File: config.mk
export PLATFORM = sky130hd
export DESIGN_NAME = regfile_param
export DESIGN_NICKNAME = d
export VERILOG_FILES = /design/src/rtl/rf_pkg.sv /design/src/rtl/rf_clr_seq.sv /design/src/rtl/regfile_param.sv
export SDC_FILE = /design/constraint.sdc
export NUM_CORES = 2
export LEC_CHECK = 0
export ABC_AREA = 1
export CORE_MARGIN = 10
export CORE_UTILIZATION = 27
export CTS_BUF_LIST = sky130_fd_sc_hd__clkbuf_2
export CTS_CLUSTER_SIZE = 25
export DETAILED_ROUTE_END_ITERATION = 8
export GPL_TIMING_DRIVEN = 1
export SLEW_MARGIN = 15
export SYNTH_ARGS = -nofsm -noshare
export SYNTH_HDL_FRONTEND = slang
export SYNTH_SLANG_ARGS = --single-unit
File: constraint.sdc
create_clock -name CLK -period 4.4 [get_ports CLK]
set_input_delay 0.88 -clock CLK [delete_from_list [all_inputs] [get_ports CLK]]
set_output_delay 0.88 -clock CLK [all_outputs]
set_load 0.005 [all_outputs]
File: src/rtl/rf_pkg.sv
// Shared types and defaults for the parameterised register file and its clear sequencer.
package rf_pkg;

  typedef enum logic {
    IDLE  = 1'b0,
    SWEEP = 1'b1
  } rf_state_e;

  localparam int RF_DW_DEF = 32;
  localparam int RF_AW_DEF = 5;

endpackage

File: src/rtl/rf_clr_seq.sv
// Clear-sweep sequencer: walks an AW-bit counter across every register once per clr_req.
module rf_clr_seq
  import rf_pkg::*;
#(
  parameter int AW = RF_AW_DEF
) (
  input  logic          CLK,
  input  logic          reset,
  input  logic          clr_req,
  output logic          clr_busy,
  output logic [AW-1:0] clr_addr,
  output logic          clr_en
);

  rf_state_e     state_r;
  logic [AW-1:0] cnt_r;
  logic          busy_r;

  // Sweep FSM; the terminal count is all-ones so the sweep never wraps into a second pass.
  always_ff @(posedge CLK) begin
    if (reset) begin
      state_r <= IDLE;
      cnt_r   <= {AW{1'b0}};
      busy_r  <= 1'b0;
    end else begin
      case (state_r)
        IDLE: begin
          cnt_r <= {AW{1'b0}};
          if (clr_req) begin
            state_r <= SWEEP;
            busy_r  <= 1'b1;
          end else begin
            state_r <= IDLE;
            busy_r  <= 1'b0;
          end
        end
        SWEEP: begin
          if (cnt_r == {AW{1'b1}}) begin
            state_r <= IDLE;
            busy_r  <= 1'b0;
            cnt_r   <= {AW{1'b0}};
          end else begin
            state_r <= SWEEP;
            busy_r  <= 1'b1;
            cnt_r   <= cnt_r + AW'(1);
          end
        end
        default: begin
          state_r <= IDLE;
          busy_r  <= 1'b0;
          cnt_r   <= {AW{1'b0}};
        end
      endcase
    end
  end

  assign clr_busy = busy_r;
  assign clr_en   = busy_r;
  assign clr_addr = cnt_r;

endmodule

File: src/rtl/regfile_param.sv
// Two-read, one-write register file with a sequential clear sweep.
// Optional same-cycle write-to-read forwarding is enabled by defining RF_BYPASS_EN.
module regfile_param
  import rf_pkg::*;
#(
  parameter int DW      = RF_DW_DEF,
  parameter int AW      = RF_AW_DEF,
  parameter int ZERO_R0 = 1
) (
  input  logic          CLK,
  input  logic          reset,
  input  logic [AW-1:0] a1,
  input  logic [AW-1:0] a2,
  input  logic [AW-1:0] ad,
  input  logic [DW-1:0] di,
  input  logic          we,
  input  logic          clr_req,
  output logic          clr_busy,
  output logic          wr_drop,
  output logic [DW-1:0] do1,
  output logic [DW-1:0] do2
);

  localparam int DEPTH = 1 << AW;

  logic [DW-1:0] mem_r [DEPTH];
  logic          wr_drop_r;
  logic [AW-1:0] clr_addr;
  logic          clr_en;
  logic          r0_fixed;

  assign r0_fixed = (ZERO_R0 != 0);

  rf_clr_seq #(
    .AW(AW)
  ) u_clr_seq (
    .CLK      (CLK),
    .reset    (reset),
    .clr_req  (clr_req),
    .clr_busy (clr_busy),
    .clr_addr (clr_addr),
    .clr_en   (clr_en)
  );

  // Storage: the sweep owns the write port while active, and any user write then is dropped.
  always_ff @(posedge CLK) begin
    if (reset) begin
      for (int i = 0; i < DEPTH; i++) begin
        mem_r[i] <= {DW{1'b0}};
      end
      wr_drop_r <= 1'b0;
    end else if (clr_en) begin
      mem_r[clr_addr] <= {DW{1'b0}};
      wr_drop_r       <= we;
    end else begin
      wr_drop_r <= 1'b0;
      if (we && !(r0_fixed && ad == {AW{1'b0}})) begin
        mem_r[ad] <= di;
      end else begin
        mem_r[ad] <= mem_r[ad];
      end
    end
  end

  assign wr_drop = wr_drop_r;

`ifdef RF_BYPASS_EN
  logic fwd_ok;
  assign fwd_ok = we && !clr_busy && !(r0_fixed && ad == {AW{1'b0}});
`endif

  // Read muxes; register 0 is forced to zero when hard-wired.
  always_comb begin
    do1 = {DW{1'b0}};
    do2 = {DW{1'b0}};
    if (r0_fixed && a1 == {AW{1'b0}}) begin
      do1 = {DW{1'b0}};
`ifdef RF_BYPASS_EN
    end else if (fwd_ok && ad == a1) begin
      do1 = di;
`endif
    end else begin
      do1 = mem_r[a1];
    end
    if (r0_fixed && a2 == {AW{1'b0}}) begin
      do2 = {DW{1'b0}};
`ifdef RF_BYPASS_EN
    end else if (fwd_ok && ad == a2) begin
      do2 = di;
`endif
    end else begin
      do2 = mem_r[a2];
    end
  end

endmodule

======== Word level (Yosys, flattened, before mapping) ========
Memories as Yosys holds them, arrays and structs flattened.
Cells that the tools add are included.
cells by class
  bitwise logic cells ..................... 2
  reduce and logical (&&, ||, !) cells .... 9
  equal/unequal tests ..................... 2
  add/subtract/negate cells ............... 1
  mux-type cells .......................... 27
operators with widths
  operator             count
  $mux 32              5
  $reduce_or 32->1     2
  $mux 1               17
  $logic_not 5->1      3
  $mux 5               3
  $pmux 5 s2           1
  $add 5x1->5 const B  1
  $eq 5x5->1 const B   1
  $pmux 1 s2           1
  $reduce_and 2->1     1
  $reduce_or 2->1      1
  $logic_and 1x1->1    1
  $logic_not 1->1      1
  $ne 0x0->1           1
  $not 1->1            1
  $or 1x1->1           1
word-level totals
  input bits .............................. 51
  memories kept ........................... 1
  RAM bits ................................ 1024
  register bits after elaboration ......... 7
  logic and storage cells ................. 45
memories
  name   words  bits a word  rd ports  clocked after Yosys merged registers in  write ports  line                 RTL
  mem_r  32     32           2         0                                        32           regfile_param.sv:26  logic [DW-1:0] mem_r [DEPTH];

======== Depth between registers and ports, before layout ========
  depth in word-level cells ............... 11
  depth in mapped cells ................... 13
  mapped depth without buffers ............ 9

======== Modules after synthesis ========
From an unflattened synthesis, not the netlist that was laid out.
second synthesis, totals
  cell total of the unflattened synthesis .. 7309
  area total of the unflattened synthesis .. 56614.3 um^2
by module, submodules not included
  module         area an instance (um^2)  seq. area each (um^2)  instances  cells an instance
  regfile_param  56362.8                  30769.5                1          7278
  rf_clr_seq     251.5                    120.1                  1          31

======== Worst setup path before layout ========
OpenSTA, ideal clock, no wires.
  path kind ............................... input -> register
  from .................................... input port reset
  to ...................................... memory mem_r[2][0] in the netlist's numbering (enable)
  arrival ................................. 2.964 ns
  path buffers ............................ 2
  stages on the path ...................... 10
  setup slack ............................. 1.046 ns
  path through ............................ or2_4 nor2_8 nand2_4 buf_6 nand2_1 nand2_2 nor2_8 nand2_4 buf_6 nand2_1
RTL lines
  item         line                 RTL
  from (decl)  regfile_param.sv:11  input logic reset,
  to (decl)    regfile_param.sv:26

==> out/qor.csv <==
stage,metric,value,unit
synthesis,synth_cell_types,34,
placement,place_inst,9877,
min_path,hold_class,primary input to flip-flop,
worst_setup_path,slowest_stage,edfxtp_1,
synthesis,synth_area,57500,um^2
synthesis,ys_seq_area_frac,0.537,
route,drtIter0Drc,8142,
clock_tree,cts_buffers,283,
route,wl_per_cell,22.8,um
synthesis,postSynthAreaPerCell,7.92,um^2
power,power_density,328,nW/um^2
sta,post-route-period-util,0.970,
clock_tree,path_clk_slew,0.13,ns
sta,clock_skew,0.158,ns
worst_setup_path,required,3.52,ns
cells_and_area,stdcell_area,65400,um^2
grt,gr-total-overflow,0,
sta,worst_slew_pin_slew,1.20,ns
floorplanning,die_w,482,um
synthesis,synthTopCellsByArea,"edfxtp_1 (53%), nand2_1 (14%), nor2_1 (11%)",
sta,tns,0,ns
worst_setup_path,start_kind,flip-flop,
floorplanning,coreArea,212000,um^2
floorplanning,rows,169,
synthesis,syn_inst,7265,
sta,setup_ws,0.132,ns
floorplanning,die-area,232000,um^2
grt,grt_pass1_wl,343,mm
flow_run,maxCapViolCount,0,
clock_tree,cts_tree,built,
clock_tree,insertion_delay,1.75,ns
clock_tree,clockRootBuffer,clkbuf_2,
route,avgViaCountPerCell,5.30,
cells_and_area,drive_above_1_share,0.133,
route,wl,236,mm
synthesis,synth_warnings,0,
cells_and_area,fillers,22310,
grt,grt_usage,0.196,
sta,setup_violations,0,
power,power.leakage,0.0258,uW
clock_tree,htreeDepth,5,
clock_tree,clock_path_buffers,4,
placement,pre_cts_ws,0.0144,ns
synthesis,netlist.area_leader.share,0.534,
status,status,"finished, final reports clean",
sta,slew_headroom,0.197,
grt,grt_pass1_vias,52738,
grt,antenna_found_initial,6,
floorplanning,die_y,482,um
placement,dpl_cell_area,62500,um^2
power,p_total,21400,uW
sta,timing_hold_violations_final,0,
worst_setup_path,arrival,3.39,ns
route,ant_nets,0,
power,ir_drop,0.255,mV
placement,dpl.hpwl,136,mm
clock_tree,cts.sinks,1031,
route,drcViolationCount,0,
worst_setup_path,cp_max_fo,2,
floorplanning,ios,117,
placement,place_congestion,0.888,
worst_setup_path,max_stage_delay,0.40,ns
route,drtPass1Iterations,7,
worst_setup_path,cp_cell_sequence,buf_4 > nand2_1 > nand3_1 > and3_1 > nor2_2 > nand2_4 > nand2_1 > nor2_1 > buf_4 > dlygate4sd2_1,
sta,slew_violations,0,
sta,clock.fmax,0.234,GHz
cells_and_area,instances_no_fill,10331,
placement,io_buffers,116,
route,vias,54802,
worst_setup_path,path_buf_inv,3,
synthesis,ys_ff_latch,1031,
floorplanning,initial_utilization,0.271,
cells_and_area,area_delta_synth_final,13.6,%
sta,rsz0062_at_grt,false,
grt,grt_max_degree,106,
synthesis,yosys.area.top_type,edfxtp_1,
sta,period_needed,4.27,ns
worst_setup_path,cp-end-kind,primary output,
worst_setup_path,crit_family,simple AND/OR/NAND/NOR gates,
worst_setup_path,path_class,flip-flop to primary output,
cells_and_area,nets,7406,
worst reg2reg max path, delay by kind of cell, from the launching register on:
| kind | cells | cell delay, ns |
|---|---|---|
| flops | 1 | 0.35 |
| buf+inv | 2 | 0.69 |
| simple gates | 6 | 1.48 |
| compound gates | 1 | 0.18 |
per-layer routing:
metal	vias up	global-route usage	wire length [um]
met4	2	0.106	13100
met3	779	0.0482	31200
met1	25800	0.256	89200
li1	24099	-	-
met5	-	0	13
met2	4122	0.296	102000
synthesized netlist by cell type, drive strengths merged:
master / number
nand2: 2191
nor2: 1725
edfxtp: 1024
nand3: 926
clkbuf: 438
o21ai: 417
buf: 186
a21oi: 158
inv: 130
o211ai: 26
o22ai: 18
and3: 7
dfxtp: 7
or2: 3
ha: 2
nor3: 2
a21boi: 1
clkinv: 1
conb: 1
nand3b: 1
o21a: 1
power by group:
group / internal, uW / total, uW / switching (uW)
registers: 11100 / 11300 / 181
clock network: 2430 / 6690 / 4260
logic: 989 / 3430 / 2440
flip-flops by register name, summed over array words and instances, names as in the netlist:
signal              cells
mem_r                1024
u_clr_seq.clr_addr      5
u_clr_seq.state_r       1
wr_drop                 1
final timing paths:
kind                                 to             startpoint  cells after the start  slack (ns)
setup / recovery                do1[26]          mem_r[21][26]                     10        0.13
hold / removal             mem_r[23][5]                  di[5]                      4        0.14
setup reg to reg          mem_r[17][18]      u_clr_seq.state_r                      9        1.27
hold reg to reg   u_clr_seq.clr_addr[0]  u_clr_seq.clr_addr[0]                      1        0.49
placed cells by master, fill, tap and decap left out, drive strengths merged, types with 3 or more instances in the layout:
| master | count |
|---|---|
| conb | 32 |
| dlymetal6s2s | 16 |
| nand3 | 926 |
| clkinv | 33 |
| or2 | 3 |
| nand2 | 2191 |
| o21ai | 417 |
| clkdlybuf4s50 | 43 |
| clkbuf | 400 |
| inv | 135 |
| dlygate4sd3 | 9 |
| and3 | 7 |
| buf | 282 |
| o22ai | 18 |
| dfxtp | 7 |
| diode | 5 |
| a21oi | 158 |
| nor2 | 1725 |
| o211ai | 26 |
| dlygate4sd2 | 43 |
| edfxtp | 1024 |
per-stage QoR:
stage               hold slack [ns]   util
floorplan                     0.441      -
global placement              0.464  0.295
detailed placement            0.466  0.295
CTS                         0.00633  0.308
global route                  0.128  0.308
finish                        0.143  0.308
cells by family after synthesis:
kind of cell,share of synthesized area
AO/OA/AOI/OAI,0.0558
adder cells (fa/ha/maj),0.000435
buffers and inverters,0.0603
flip-flops,0.537
other,0.0000652
AND/OR/NAND/NOR,0.347
repair_timing:
item                                    4_1_cts  5_1_grt
endpoints found under the setup margin       64       22
endpoints found under the hold margin        23        0
buffers inserted                              3        1
hold buffers                                  9        0
gates resized for setup                     200       47
pin swaps                                    43       17
cell type report:
cell class | count | area, um^2 | share of cell area
Inverter | 131 | 529 | 0.00809
Clock buffer | 399 | 2000 | 0.0305
Sequential cell | 1031 | 30900 | 0.472
Antenna cell | 5 | 12.5 | 0.000191
Tap cell | 2821 | 3530 | 0.0540
Clock inverter | 38 | 169 | 0.00258
Timing Repair Buffer | 396 | 4280 | 0.0654
Multi-Input combinational cell | 5510 | 24000 | 0.367
Power figures use the tool's default switching activity.
